$ cat src/rtl/branch_predict_unit_if.sv
// Pipeline-facing signal bundle of the branch predict unit: IF lookup, EX resolution
// and the statistics outputs. The pipeline is master, the unit is slave.
interface branch_predict_unit_if #(
    parameter int XLEN  = 32,
    parameter int CNT_W = 32
);
    logic [31:0]      if_pc;
    logic             if_pred_taken;
    logic             ex_valid;
    logic             ex_stall;
    logic [6:0]       ex_opcode;
    logic [2:0]       ex_funct3;
    logic [31:0]      ex_pc;
    logic             ex_pred_taken;
    logic [XLEN-1:0]  rs1_data;
    logic [XLEN-1:0]  rs2_data;
    logic             branch_taken;
    logic             mispredict;
    logic [CNT_W-1:0] stat_branches;
    logic [CNT_W-1:0] stat_mispredicts;

    modport master (
        output if_pc, ex_valid, ex_stall, ex_opcode, ex_funct3, ex_pc,
               ex_pred_taken, rs1_data, rs2_data,
        input  if_pred_taken, branch_taken, mispredict, stat_branches, stat_mispredicts
    );

    modport slave (
        input  if_pc, ex_valid, ex_stall, ex_opcode, ex_funct3, ex_pc,
               ex_pred_taken, rs1_data, rs2_data,
        output if_pred_taken, branch_taken, mispredict, stat_branches, stat_mispredicts
    );
endinterface

$ cat src/rtl/branch_predict_unit.sv
// RV32I branch resolution in EX, bimodal 2-bit BHT prediction in IF, and
// saturating branch/mispredict statistics.
module branch_predict_unit #(
    parameter int XLEN         = 32,
    parameter int BHT_ENTRIES  = 64,
    parameter int IDX_W        = $clog2(BHT_ENTRIES),
    parameter int PREDICT_MODE = 1,
    parameter int CNT_W        = 32
) (
    input logic clk,
    input logic rst,
    branch_predict_unit_if.slave bus
);
    localparam logic [6:0] OP_B_TYPE = 7'b1100011;

    // An EX instruction is consumed only when ex_valid is high and ex_stall is low;
    // there is no backpressure from this unit, so a resolve is a single-cycle event.
    logic             resolve;
    logic             cond_true;
    logic [XLEN-1:0]  rs1;
    logic [XLEN-1:0]  rs2;
    logic [CNT_W-1:0] cnt_branches;
    logic [CNT_W-1:0] cnt_mispredicts;

    assign rs1     = bus.rs1_data;
    assign rs2     = bus.rs2_data;
    assign resolve = bus.ex_valid & ~bus.ex_stall & (bus.ex_opcode == OP_B_TYPE);

    always_comb begin
        cond_true = 1'b0;
        case (bus.ex_funct3)
            3'b000:  cond_true = (rs1 == rs2);
            3'b001:  cond_true = (rs1 != rs2);
            3'b100:  cond_true = ($signed(rs1) <  $signed(rs2));
            3'b101:  cond_true = ($signed(rs1) >= $signed(rs2));
            3'b110:  cond_true = (rs1 <  rs2);
            3'b111:  cond_true = (rs1 >= rs2);
            default: cond_true = 1'b0;
        endcase
    end

    assign bus.branch_taken = resolve & cond_true;
    assign bus.mispredict   = resolve & (cond_true != bus.ex_pred_taken);

    generate
        if (PREDICT_MODE == 1) begin : g_bht
            logic [1:0]       bht [BHT_ENTRIES];
            logic [IDX_W-1:0] rd_idx;
            logic [IDX_W-1:0] wr_idx;
            logic             unused_pc;

            assign rd_idx    = bus.if_pc[IDX_W+1:2];
            assign wr_idx    = bus.ex_pc[IDX_W+1:2];
            assign unused_pc = ^{bus.if_pc[31:IDX_W+2], bus.if_pc[1:0],
                                 bus.ex_pc[31:IDX_W+2], bus.ex_pc[1:0]};

            always_ff @(posedge clk or posedge rst) begin
                if (rst) begin
                    for (int i = 0; i < BHT_ENTRIES; i++) bht[i] <= 2'b01;
                end else if (resolve) begin
                    if (cond_true) begin
                        if (bht[wr_idx] != 2'b11) bht[wr_idx] <= bht[wr_idx] + 2'd1;
                    end else begin
                        if (bht[wr_idx] != 2'b00) bht[wr_idx] <= bht[wr_idx] - 2'd1;
                    end
                end
            end

            // Read returns the stored value; a same-cycle update shows up next cycle.
            assign bus.if_pred_taken = bht[rd_idx][1];
        end else begin : g_static
            logic unused_pc;
            assign unused_pc         = ^{bus.if_pc, bus.ex_pc};
            assign bus.if_pred_taken = 1'b0;
        end
    endgenerate

    always_ff @(posedge clk or posedge rst) begin
        if (rst) begin
            cnt_branches    <= '0;
            cnt_mispredicts <= '0;
        end else begin
            if (resolve && (cnt_branches != '1))
                cnt_branches <= cnt_branches + CNT_W'(1);
            if (bus.mispredict && (cnt_mispredicts != '1))
                cnt_mispredicts <= cnt_mispredicts + CNT_W'(1);
        end
    end

    assign bus.stat_branches    = cnt_branches;
    assign bus.stat_mispredicts = cnt_mispredicts;
endmodule
$ cat src/flat_wrapper.sv
// flat-port wrapper written by rule: the top's interface ports become plain ports
module branch_predict_unit_flat 
#(
    parameter int XLEN         = 32,
    parameter int BHT_ENTRIES  = 64,
    parameter int IDX_W        = $clog2(BHT_ENTRIES),
    parameter int PREDICT_MODE = 1,
    parameter int CNT_W        = 32
)
  (clk, rst, bus_if_pc, bus_ex_valid, bus_ex_stall, bus_ex_opcode, bus_ex_funct3, bus_ex_pc, bus_ex_pred_taken, bus_rs1_data, bus_rs2_data, bus_if_pred_taken, bus_branch_taken, bus_mispredict, bus_stat_branches, bus_stat_mispredicts);
  branch_predict_unit_if #(.XLEN(XLEN), .CNT_W(CNT_W)) bus_i ();
  input logic clk;
  input logic rst;
  input wire logic [$bits(bus_i.if_pc)-1:0] bus_if_pc;
  input wire logic [$bits(bus_i.ex_valid)-1:0] bus_ex_valid;
  input wire logic [$bits(bus_i.ex_stall)-1:0] bus_ex_stall;
  input wire logic [$bits(bus_i.ex_opcode)-1:0] bus_ex_opcode;
  input wire logic [$bits(bus_i.ex_funct3)-1:0] bus_ex_funct3;
  input wire logic [$bits(bus_i.ex_pc)-1:0] bus_ex_pc;
  input wire logic [$bits(bus_i.ex_pred_taken)-1:0] bus_ex_pred_taken;
  input wire logic [$bits(bus_i.rs1_data)-1:0] bus_rs1_data;
  input wire logic [$bits(bus_i.rs2_data)-1:0] bus_rs2_data;
  output wire logic [$bits(bus_i.if_pred_taken)-1:0] bus_if_pred_taken;
  output wire logic [$bits(bus_i.branch_taken)-1:0] bus_branch_taken;
  output wire logic [$bits(bus_i.mispredict)-1:0] bus_mispredict;
  output wire logic [$bits(bus_i.stat_branches)-1:0] bus_stat_branches;
  output wire logic [$bits(bus_i.stat_mispredicts)-1:0] bus_stat_mispredicts;
  assign bus_i.if_pc = bus_if_pc;
  assign bus_i.ex_valid = bus_ex_valid;
  assign bus_i.ex_stall = bus_ex_stall;
  assign bus_i.ex_opcode = bus_ex_opcode;
  assign bus_i.ex_funct3 = bus_ex_funct3;
  assign bus_i.ex_pc = bus_ex_pc;
  assign bus_i.ex_pred_taken = bus_ex_pred_taken;
  assign bus_i.rs1_data = bus_rs1_data;
  assign bus_i.rs2_data = bus_rs2_data;
  assign bus_if_pred_taken = bus_i.if_pred_taken;
  assign bus_branch_taken = bus_i.branch_taken;
  assign bus_mispredict = bus_i.mispredict;
  assign bus_stat_branches = bus_i.stat_branches;
  assign bus_stat_mispredicts = bus_i.stat_mispredicts;
  branch_predict_unit #(.XLEN(XLEN), .BHT_ENTRIES(BHT_ENTRIES), .IDX_W(IDX_W), .PREDICT_MODE(PREDICT_MODE), .CNT_W(CNT_W)) u_core (.clk(clk), .rst(rst), .bus(bus_i));
endmodule
$ cat config.mk
export PLATFORM = sky130hd
export DESIGN_NAME = branch_predict_unit_flat
export DESIGN_NICKNAME = d
export VERILOG_FILES = /design/src/rtl/branch_predict_unit_if.sv /design/src/rtl/branch_predict_unit.sv /design/src/flat_wrapper.sv
export SDC_FILE = /design/constraint.sdc
export NUM_CORES = 1
export LEC_CHECK = 0
export BUFFER_PORTS_ARGS = -buffer_cell sky130_fd_sc_hd__buf_2
export CORE_ASPECT_RATIO = 1.2
export CORE_MARGIN = 5
export CORE_UTILIZATION = 40
export CTS_CLUSTER_DIAMETER = 120
export DETAILED_ROUTE_END_ITERATION = 8
export PLACE_DENSITY_LB_ADDON = 0.1
export SYNTH_ARGS = -nofsm -noshare
export SYNTH_HDL_FRONTEND = slang
export SYNTH_SLANG_ARGS = --single-unit
export TNS_END_PERCENT = 20
$ cat constraint.sdc
create_clock -name clk -period 16.2 [get_ports clk]
set_input_delay 0.81 -clock clk [delete_from_list [all_inputs] [get_ports clk]]
set_output_delay 0.81 -clock clk [all_outputs]
set_load 0.02 [all_outputs]
==> results of run 1 <==
final cells by class:
cell class                      count  area (sq um)  share of cell area [%]
Antenna cell                        1          2.50                  0.0167
Clock buffer                       18           439                    2.93
Clock inverter                     14           160                    1.07
Inverter                           74           285                    1.90
Multi-Input combinational cell   1043          7670                    51.2
Sequential cell                   192          4880                    32.6
Tap cell                          412           515                    3.44
Timing Repair Buffer              190          1030                    6.90
cell usage in the layout, fill, tap and decap left out, types with 8 or more instances in the layout:
| cell type | instances |
|---|---|
| a211o_1 | 10 |
| a211oi_1 | 47 |
| a21oi_1 | 49 |
| a221oi_1 | 36 |
| a22o_1 | 8 |
| a22oi_1 | 44 |
| a311oi_1 | 40 |
| a31oi_1 | 18 |
| and3_1 | 18 |
| buf_2 | 157 |
| buf_4 | 33 |
| clkbuf_16 | 17 |
| dfrtp_1 | 128 |
| dfstp_2 | 64 |
| ha_1 | 35 |
| inv_1 | 73 |
| mux2_2 | 66 |
| mux2i_1 | 25 |
| mux4_2 | 22 |
| nand2_1 | 96 |
| nand2b_1 | 20 |
| nand3_1 | 46 |
| nand4_1 | 33 |
| nor2_1 | 108 |
| nor3_1 | 23 |
| nor4_1 | 10 |
| o211ai_1 | 10 |
| o21ai_0 | 68 |
| o22ai_1 | 18 |
| o31ai_1 | 25 |
| o32a_1 | 8 |
| o32ai_1 | 24 |
| or3_1 | 8 |
| xnor2_1 | 44 |
| xor2_1 | 19 |
power by group through the flow:
stage | clock (mW) | sequential, mW | combinational [mW]
after floorplan | 0 | 0.522 | 0.176
after global placement | 0 | 0.529 | 0.245
after detailed placement | 0 | 0.529 | 0.248
after CTS | 0.450 | 0.521 | 0.249
after global routing | 0.469 | 0.524 | 0.272
final | 0.439 | 0.522 | 0.251
layer usage:
layer	GRT usage [%]	part of all wire, %
met5	0	0.029
met4	11.5	4.4
met3	4.29	6.5
met2	38.9	47
met1	31.5	42
stage by stage:
| step | cells | utilization, % | cell area, sq um | total power [mW] |
|---|---|---|---|---|
| after CTS | 1943 | 45.6 | 15000 | 1.22 |
| after floorplan | 1421 | - | 13200 | 0.698 |
| after detailed placement | 1911 | 43.8 | 14400 | 0.778 |
| after global routing | 1943 | 45.6 | 15000 | 1.26 |
| after global placement | 1911 | 43.8 | 14400 | 0.773 |
| final | 1944 | 45.6 | 15000 | 1.21 |
kinds of logic (layout without fill, tap and decap cells):
kind of cell               Yosys count  count (layout)  share of synthesized area, %
DFF                                192             192                          36.9
AOI/OAI and AO/OA                  424             424                          23.0
other                                0               1                             0
adders and majority gates           36              36                          3.40
xor gates and xnor gates            63              63                          4.17
buffers and inverters              186             296                          5.68
and+or+nand+nor                    407             407                          15.6
muxes                              113             113                          11.2
worst reg2reg max path, delay by kind of cell, from the launching register on:
family          cells  cell delay [ns]
compound gates      5             1.03
buf+inv             3             1.17
flops               1             0.37
simple gates        2             0.90
fa+ha+maj           1             0.36
mux                 1             1.05
path summary, 6_finish.rpt:
kind,end
setup / recovery,u_core.g_bht.bht[29]
hold / removal,u_core.bus.stat_mispredicts[16]
setup reg to reg,u_core.g_bht.bht[29]
hold reg to reg,u_core.bus.stat_mispredicts[16]
max in group asynchronous,u_core.g_bht.bht[125]
min in group asynchronous,u_core.bus.stat_branches[16]
==> out/metrics.cfg, run 1 <==
[cts]
path_clk_slew_ns=0.08
cts_tree=done
post_cts_buffers=0
numCtsBuffers=17
postCtsHoldBufs=0
htree_levels=4
cts-resized-gates=0
cts_sinks=192
clk_latency_ns=0.48
root_buffer=clkbuf_16
clockBufferDepth=2

[power]
internal-power_mw=0.800
clockPowerShare_pct=36.2
combPwrFrac_pct=20.7
p_per_area_nw_per_um2=80.8
netSwitchingFraction_pct=33.9
p_sw_mw=0.411
cellLeakagePower_nw=6.15
ir_worst_vdd_v=0.0000722
seqPwrFrac_pct=43.1

[global_routing]
grt_overflow_total=0
antenna_found_initial=1
grt.total_usage_pct=24.1
grt_pass1_wl_um=71000
grt_max_degree=141
grt_pass1_vias=12500

[critical_path]
cp-start-kind=input pin
crit_buf_inv=4
cp-end-kind=flip-flop
crit_path_top_delay_cell=mux4_2
path_common_cell=buf_4
rrSetupSlack_ns=11.24
startpoint=bus_ex_pc[3]
worst-setup-path-type=input pin to flip-flop
crit_arrival_ns=6.18
cp_data_required_time_ns=16.56
rr_worst_depth=12
path_cells=buf_2, nand2_1, nor2_4, a22oi_1, nand4_1, o21ai_0, mux4_2, ha_2, buf_4, inv_1, buf_4, nor2_1, a311oi_1, a211oi_1
cp_num_cells=14
critPathMaxFanout=81
path_delay_family=simple AND/OR/NAND/NOR gates
crit_path_max_incr_delay_ns=0.96

[floorplan]
num_rows=73
initial_utilization_pct=40.3
dieArea_sq_um=36900
coreArea_sq_um=32900
die_x_um=176
ios=210
die_h_um=209

[detailed_routing]
wire_per_inst_um=23.0
vias_per_cell=6.33
drt_iter0_markers=1071
ant_nets=0
dr.pass1.iters=5
wirelength_um=44700
remaining_drc_errors=0
vias=12300

[synth]
synth.most_common_cell=dfrtp_1
synth_top_area_share_pct=24.2
yosysUniqueCellTypes=67
yosys-top-cells-area=dfrtp_1, dfstp_2, mux2_2
avgSynthCellArea_sq_um=9.32
syn_inst=1421
synth_ff_type=dfrtp_1
yosys.area.top_type=dfrtp_1
yosysSeqAreaShare_pct=36.9
synth_seq_cells=192
yosys_warnings=0
yosys-top-cells-count=dfrtp_1, nor2_1, nand2_1, clkbuf_1, inv_1
synth-async-reset-ratio_pct=100
netlist_area_sq_um=13200
synth-edff-count=0
synth_nets=1600

[min_path]
min_from=u_core.bus.stat_mispredicts[16]
hold_path_depth=1
hp-class=flip-flop to flip-flop

[finish]
area_delta_synth_final_pct=13.2
drive_gt1_share_pct=26.6
num-fill-cells=3220
final_nets=1697

[sta]
hold_slack_ns=0.493
setup_viol=0
maxSlewViolCount=0
min_period_over_period_pct=36.0
worst_slew_pin_slew_ns=1.29
fmax_mhz=172
fin_setup_tns_ns=0
setup_slack_ns=10.38
fin_skew_ns=0.0244
fin_crit_ns=5.82
hold_viol_final=0
slew_headroom_pct=13.8
rsz0062_at_grt=no

[placed_design]
dp_slack_ns=10.01
io_buffers=157
dp_hpwl_um=29000
gp_congestion=0.891

[flow_run]
maxCapViolations=0

[status]
status=finished clean

No activity file was read; power rests on OpenSTA's default activity.
==> run 2: changes to the inputs <==
clock period = 5.9 ns   (was 16.2 ns; I/O delays follow)
==> out/metrics.cfg, run 2 (same netlist as run 1, synthesis figures left out) <==
[status]
status=finished, violations left  ; was finished clean
failed_checks=negative hold slack

[cts]
cts-resized-gates=0  ; unchanged
path_clk_slew_ns=0.08  ; about the same
root_buffer=clkbuf_16  ; unchanged
htree_levels=4  ; unchanged
post_cts_buffers=0  ; unchanged
postCtsHoldBufs=0  ; unchanged
clk_latency_ns=0.45  ; was 0.48 ns
numCtsBuffers=17  ; unchanged
cts_sinks=192  ; unchanged
cts_tree=done  ; unchanged
clockBufferDepth=2  ; unchanged

[finish]
stdcell_area_sq_um=15100  ; was 15,000 sq um
drive_gt1_share_pct=27.1  ; was 26.6%
final_common_cell=buf_2  ; unchanged
antennaDiodeCount=0  ; was 1
layout_common_cells=buf_2, dfrtp_1, nor2_1  ; unchanged
final_nets=1709  ; was 1,697
area_delta_synth_final_pct=13.7  ; was 13.2%

[sta]
fmax_mhz=217
hold_viol_final=8  ; was 0
min_period_over_period_pct=78.1
hold_slack_ns=-0.0317  ; was 0.493 ns
fin_crit_ns=4.61
setup_slack_ns=1.29  ; was 10.38 ns
slew_headroom_pct=11.6  ; was 13.8%
fin_setup_tns_ns=0  ; unchanged
worst_slew_pin_slew_ns=1.33  ; was 1.29 ns
maxSlewViolCount=0  ; unchanged
fin_skew_ns=0.0138  ; was 0.0244 ns
setup_viol=0  ; unchanged
rsz0062_at_grt=no  ; unchanged

[placed_design]
dp_hpwl_um=30700  ; was 29,000 um
io_buffers=157  ; unchanged
dp_slack_ns=0.920  ; was 10.01 ns
postPlaceCellArea_sq_um=14500  ; was 14,400 sq um
gp_congestion=0.943  ; was 0.891

[critical_path]
rrSetupSlack_ns=1.68  ; was 11.24 ns
rr_worst_depth=13  ; was 12
crit_buf_inv=4  ; unchanged
crit_path_top_delay_cell=nor2_2  ; was mux4_2
worst-setup-path-type=input pin to flip-flop  ; unchanged
cp-end-kind=flip-flop  ; unchanged
r2r_end=u_core.g_bht.bht[117]  ; was u_core.g_bht.bht[29]
critPathMaxFanout=35  ; was 81
path_common_cell=o21ai_0  ; was buf_4
cp_num_cells=16  ; was 14
crit_arrival_ns=4.96  ; was 6.18 ns
path_cells=buf_2, nand2_1, nor2_2, buf_4, a22o_1, a221oi_1, nand4_1, o21ai_0, o21ai_0, o21ai_0, ha_2, inv_1, buf_4, nor2_1, a311oi_1, a211oi_1  ; was buf_2, nand2_1, nor2_4, a22oi_1, nand4_1, o21ai_0, mux4_2, ha_2, buf_4, inv_1, buf_4, nor2_1, a311oi_1, a211oi_1
crit_path_max_incr_delay_ns=1.00  ; was 0.96 ns
path_delay_family=simple AND/OR/NAND/NOR gates  ; unchanged
cp_data_required_time_ns=6.25  ; was 16.56 ns
startpoint=bus_ex_pc[2]  ; was bus_ex_pc[3]
cp-start-kind=input pin  ; unchanged
endpoint=u_core.g_bht.bht[27]  ; was u_core.g_bht.bht[29]

[global_routing]
grt_pass1_vias=12500  ; about the same
grt_overflow_total=0  ; unchanged
grt.total_usage_pct=23.7  ; was 24.1%
grt_max_degree=132  ; was 141
grt_pass1_wl_um=70100  ; was 71,000 um
antenna_found_initial=1  ; unchanged

[detailed_routing]
dr.pass1.iters=5  ; unchanged
remaining_drc_errors=0  ; unchanged
wirelength_um=44100  ; was 44,700 um
vias=12200  ; was 12,300
drt_iter0_markers=986  ; was 1,071
ant_nets=0  ; unchanged
wire_per_inst_um=22.6  ; was 23.0 um
vias_per_cell=6.26  ; was 6.33

[floorplan]
initial_utilization_pct=40.3  ; unchanged
die_h_um=209  ; unchanged
ios=210  ; unchanged
num_rows=73  ; unchanged
die_x_um=176  ; unchanged
dieArea_sq_um=36900  ; unchanged
coreArea_sq_um=32900  ; unchanged

[power]
ir_worst_vdd_v=0.000196  ; was 0.0000722 V
cellLeakagePower_nw=6.21  ; was 6.15 nW
p_per_area_nw_per_um2=219  ; was 80.8 nW/um^2

[min_path]
hp-class=input pin to asynchronous set/reset pin  ; was flip-flop to flip-flop

[flow_run]
maxCapViolations=0  ; unchanged

## run 2: changes by cell type in the layout (fill, tap and decap cells not counted)
cell | before | now
diode_2 | 1 | 0
clkinv_2 | 0 | 1
nor3_2 | 2 | 1
buf_12 | 0 | 1
nor2_4 | 2 | 1
nor2_2 | 2 | 3
clkbuf_1 | 0 | 1
buf_4 | 33 | 44
inv_12 | 1 | 0
clkbuf_8 | 1 | 0
inv_8 | 4 | 5
nor3_4 | 2 | 3
clkinv_8 | 3 | 2
## run 2: final cells by class
type                       instances  area [sq um]
fill                            3230         17800
multi-input combinational       1043          7670
sequential                       192          4880
timing repair buffer             202          1140
tap                              412           515
clock buffer                      18           429
inverter                          74           285
clock inverter                    14           144
## run 2: worst min-delay path by stage
stage	cells after the start	slack, ns	to	start
2_1_floorplan	2	0.54	u_core.g_bht.bht[115]	u_core.g_bht.bht[115]
3_3_place_gp	1	0.47	u_core.bus.stat_branches[19]	u_core.bus.stat_branches[19]
3_5_place_dp	1	0.48	u_core.bus.stat_branches[19]	u_core.bus.stat_branches[19]
4_1_cts	2	0.09	u_core.bus.stat_branches[18]	rst
5_1_grt	2	0.11	u_core.bus.stat_branches[20]	rst
6_report	2	-0.03	u_core.bus.stat_branches[18]	rst
## run 2: routing by layer
| metal | track usage (%) | up-vias | share of wire [%] |
|---|---|---|---|
| met5 | 0 | - | 0.045 |
| met4 | 10.7 | 2 | 4.4 |
| met3 | 3.84 | 119 | 5.2 |
| met2 | 40.0 | 458 | 49 |
| met1 | 30.0 | 6026 | 41 |
| li1 | - | 5631 | - |
## run 2: through the flow
| step | hold WS [ns] | total power [mW] | cells | util, % |
|---|---|---|---|---|
| floorplan | 0.540 | 1.92 | 1421 | - |
| global placement | 0.472 | 2.13 | 1923 | 44.1 |
| detailed placement | 0.479 | 2.14 | 1923 | 44.1 |
| CTS | 0.0922 | 3.32 | 1955 | 45.8 |
| global route | 0.114 | 3.45 | 1955 | 45.8 |
| finish | -0.0317 | 3.30 | 1955 | 45.8 |
## run 2: worst reg2reg max path, cell delays in order (launching register included)
cell and delay (ns):
dfstp_2 0.37, a22o_1 0.19, a221oi_1 0.25, nand3_1 0.18, o21ai_0 0.22, mux4_2 0.29
buf_4 0.51, inv_1 0.11, ha_1 0.33, nor2_2 0.48, nand2_1 0.13, nor4_2 0.65
o32ai_1 0.16, a221oi_1 0.25
## run 2: report_power, final
part           internal (mW)  switching (mW)  leakage, nW  total [mW]
clock network          0.566           0.603        0.283        1.17
logic                  0.254           0.441         3.51       0.695
registers               1.37          0.0644         2.41        1.43
total                   2.19            1.11         6.21        3.30
==> run 3: changes to the inputs <==
clock period = 4.4 ns   (was 5.9 ns; I/O delays follow)
==> out/metrics.cfg, run 3 (same netlist as run 1, synthesis figures left out) <==
[placed_design]
dp_slack_ns=0.394  ; was 0.920 ns
dp_hpwl_um=31400  ; was 30,700 um
gp_congestion=0.916  ; was 0.943
place_inst=1967  ; was 1,923
io_buffers=157  ; unchanged

[global_routing]
grt_max_degree=118  ; was 132
grt.total_usage_pct=24.2  ; was 23.7%
grt_pass1_vias=12400  ; was 12,500
grt_overflow_total=0  ; unchanged
grt_pass1_wl_um=71300  ; was 70,100 um
antenna_found_initial=0  ; was 1

[floorplan]
die_x_um=176  ; unchanged
initial_utilization_pct=40.3  ; unchanged
num_rows=73  ; unchanged
coreArea_sq_um=32900  ; unchanged
die_h_um=209  ; unchanged
ios=210  ; unchanged
dieArea_sq_um=36900  ; unchanged

[detailed_routing]
drt_iter0_markers=943  ; was 986
remaining_drc_errors=0  ; unchanged
dr.pass1.iters=5  ; unchanged
wire_per_inst_um=22.5  ; was 22.6 um
vias_per_cell=6.22  ; was 6.26
ant_nets=0  ; unchanged
wirelength_um=45000  ; was 44,100 um
vias=12400  ; was 12,200

[sta]
slew_headroom_pct=33.7  ; was 11.6%
maxSlewViolCount=0  ; unchanged
min_period_over_period_pct=84.9
rsz0062_at_grt=no  ; unchanged
worst_slew_pin_slew_ns=0.995  ; was 1.33 ns
hold_viol_final=0  ; was 8
setup_viol=0  ; unchanged
fin_skew_ns=0.0146  ; was 0.0138 ns
fin_setup_tns_ns=0  ; unchanged
setup_slack_ns=0.665  ; was 1.29 ns
hold_slack_ns=0.251  ; was -0.0317 ns
fin_crit_ns=3.73
fmax_mhz=268

[critical_path]
path_cells=buf_2, inv_1, ha_1, nand4_2, nor4_1, nand4_1, xnor2_1, a21oi_2, or3_1, buf_4, o21ai_0, a21oi_1, buf_2  ; was buf_2, nand2_1, nor2_2, buf_4, a22o_1, a221oi_1, nand4_1, o21ai_0, o21ai_0, o21ai_0, ha_2, inv_1, buf_4, nor2_1, a311oi_1, a211oi_1
crit_arrival_ns=3.51  ; was 4.96 ns
crit_path_max_incr_delay_ns=0.58  ; was 1.00 ns
cp_num_cells=13  ; was 16
crit_path_top_delay_cell=or3_1  ; was nor2_2
critPathMaxFanout=10  ; was 35
cp-end-kind=output pin  ; was flip-flop
worst-setup-path-type=input pin to output pin  ; was input pin to flip-flop
path_common_cell=buf_2  ; was o21ai_0
crit_buf_inv=4  ; unchanged
path_delay_family=simple AND/OR/NAND/NOR gates  ; unchanged
cp-start-kind=input pin  ; unchanged
cp_data_required_time_ns=4.18  ; was 6.25 ns
rr_worst_depth=13  ; unchanged

[finish]
multi_input_area_sq_um=7660  ; was 7670 sq um
layout_common_cells=buf_2, dfrtp_1, nor2_1  ; unchanged
fin_cells=2000  ; was 1,955
final_nets=1754  ; was 1,709
antennaDiodeCount=0  ; unchanged
final_core_util_pct=47.2  ; was 45.8%
seqCellArea_sq_um=4880  ; unchanged
drive_gt1_share_pct=29.1  ; was 27.1%
num-fill-cells=3205  ; was 3,230
final_common_cell=buf_2  ; unchanged
area_delta_synth_final_pct=17.1  ; was 13.7%

[status]
status=finished clean  ; was finished, violations left

[cts]
htree_levels=4  ; unchanged
cts_tree=done  ; unchanged
path_clk_slew_ns=0.08  ; about the same
clockBufferDepth=2  ; unchanged
root_buffer=clkbuf_16  ; unchanged
clk_latency_ns=0.46  ; was 0.45 ns
cts-resized-gates=0  ; unchanged
cts_sinks=192  ; unchanged
numCtsBuffers=17  ; unchanged
post_cts_buffers=0  ; unchanged

[power]
cellLeakagePower_nw=6.45  ; was 6.21 nW
p_per_area_nw_per_um2=293  ; was 219 nW/um^2
ir_worst_vdd_v=0.000254  ; was 0.000196 V

[flow_run]
maxCapViolations=0  ; unchanged

[min_path]
hold_path_depth=4
hp-class=input pin to flip-flop  ; was input pin to asynchronous set/reset pin

[run 3: layout make-up]
type                    instances  area share (%)
repair buffers                247            10.1
inverters                      74            1.82
multi-input cells            1043            49.4
clock inverters                14            1.10
well taps                     412            3.32
clock buffers                  18            2.77
flip-flops and latches        192            31.5
[run 3: tightest hold or removal path, delay by kind of cell]
family | cells | cell delay [ns]
and+or+nand+nor | 1 | 0.09
muxes | 1 | 0.07
xor gates and xnor gates | 1 | 0.12
buffers and inverters | 1 | 0.17
[run 3: path summary, 6_finish.rpt]
path,end,slack (ns),from
setup / recovery,bus_mispredict,0.67,bus_rs2_data[31]
hold / removal,u_core.bus.stat_mispredicts[24],0.25,bus_ex_pred_taken
setup reg to reg,flip-flop,0.92,u_core.g_bht.bht[127]
hold reg to reg,u_core.bus.stat_mispredicts[11],0.50,u_core.bus.stat_mispredicts[11]
max in group asynchronous,u_core.g_bht.bht[57],3.05,rst
min in group asynchronous,u_core.bus.stat_branches[6],0.50,rst
[run 3: metal layers]
metal | vias to the layer above | share of wire [%] | track usage (%)
met5 | - | 0 | 0
met4 | 0 | 4.4 | 10.9
met3 | 120 | 6.4 | 4.40
met2 | 522 | 47 | 39.4
met1 | 6068 | 42 | 31.5
li1 | 5732 | - | -
[run 3: repair_timing]
action	in CTS	in global routing
setup endpoints to repair	0	0
hold endpoints to repair	2	0
hold buffers	1	0
[run 3: stage by stage]
step                      total power, mW  instance area (sq um)
after floorplan                      2.57                  13200
after global placement               2.91                  14900
after detailed placement             2.93                  14900
after CTS                            4.58                  15500
after global routing                 4.74                  15500
final                                4.54                  15500
[run 3: power breakdown]
part	switching, mW	internal (mW)	total [mW]
Combinational	0.597	0.387	0.984
Clock	0.817	0.817	1.63
Sequential	0.0890	1.84	1.92
Total	1.50	3.04	4.54
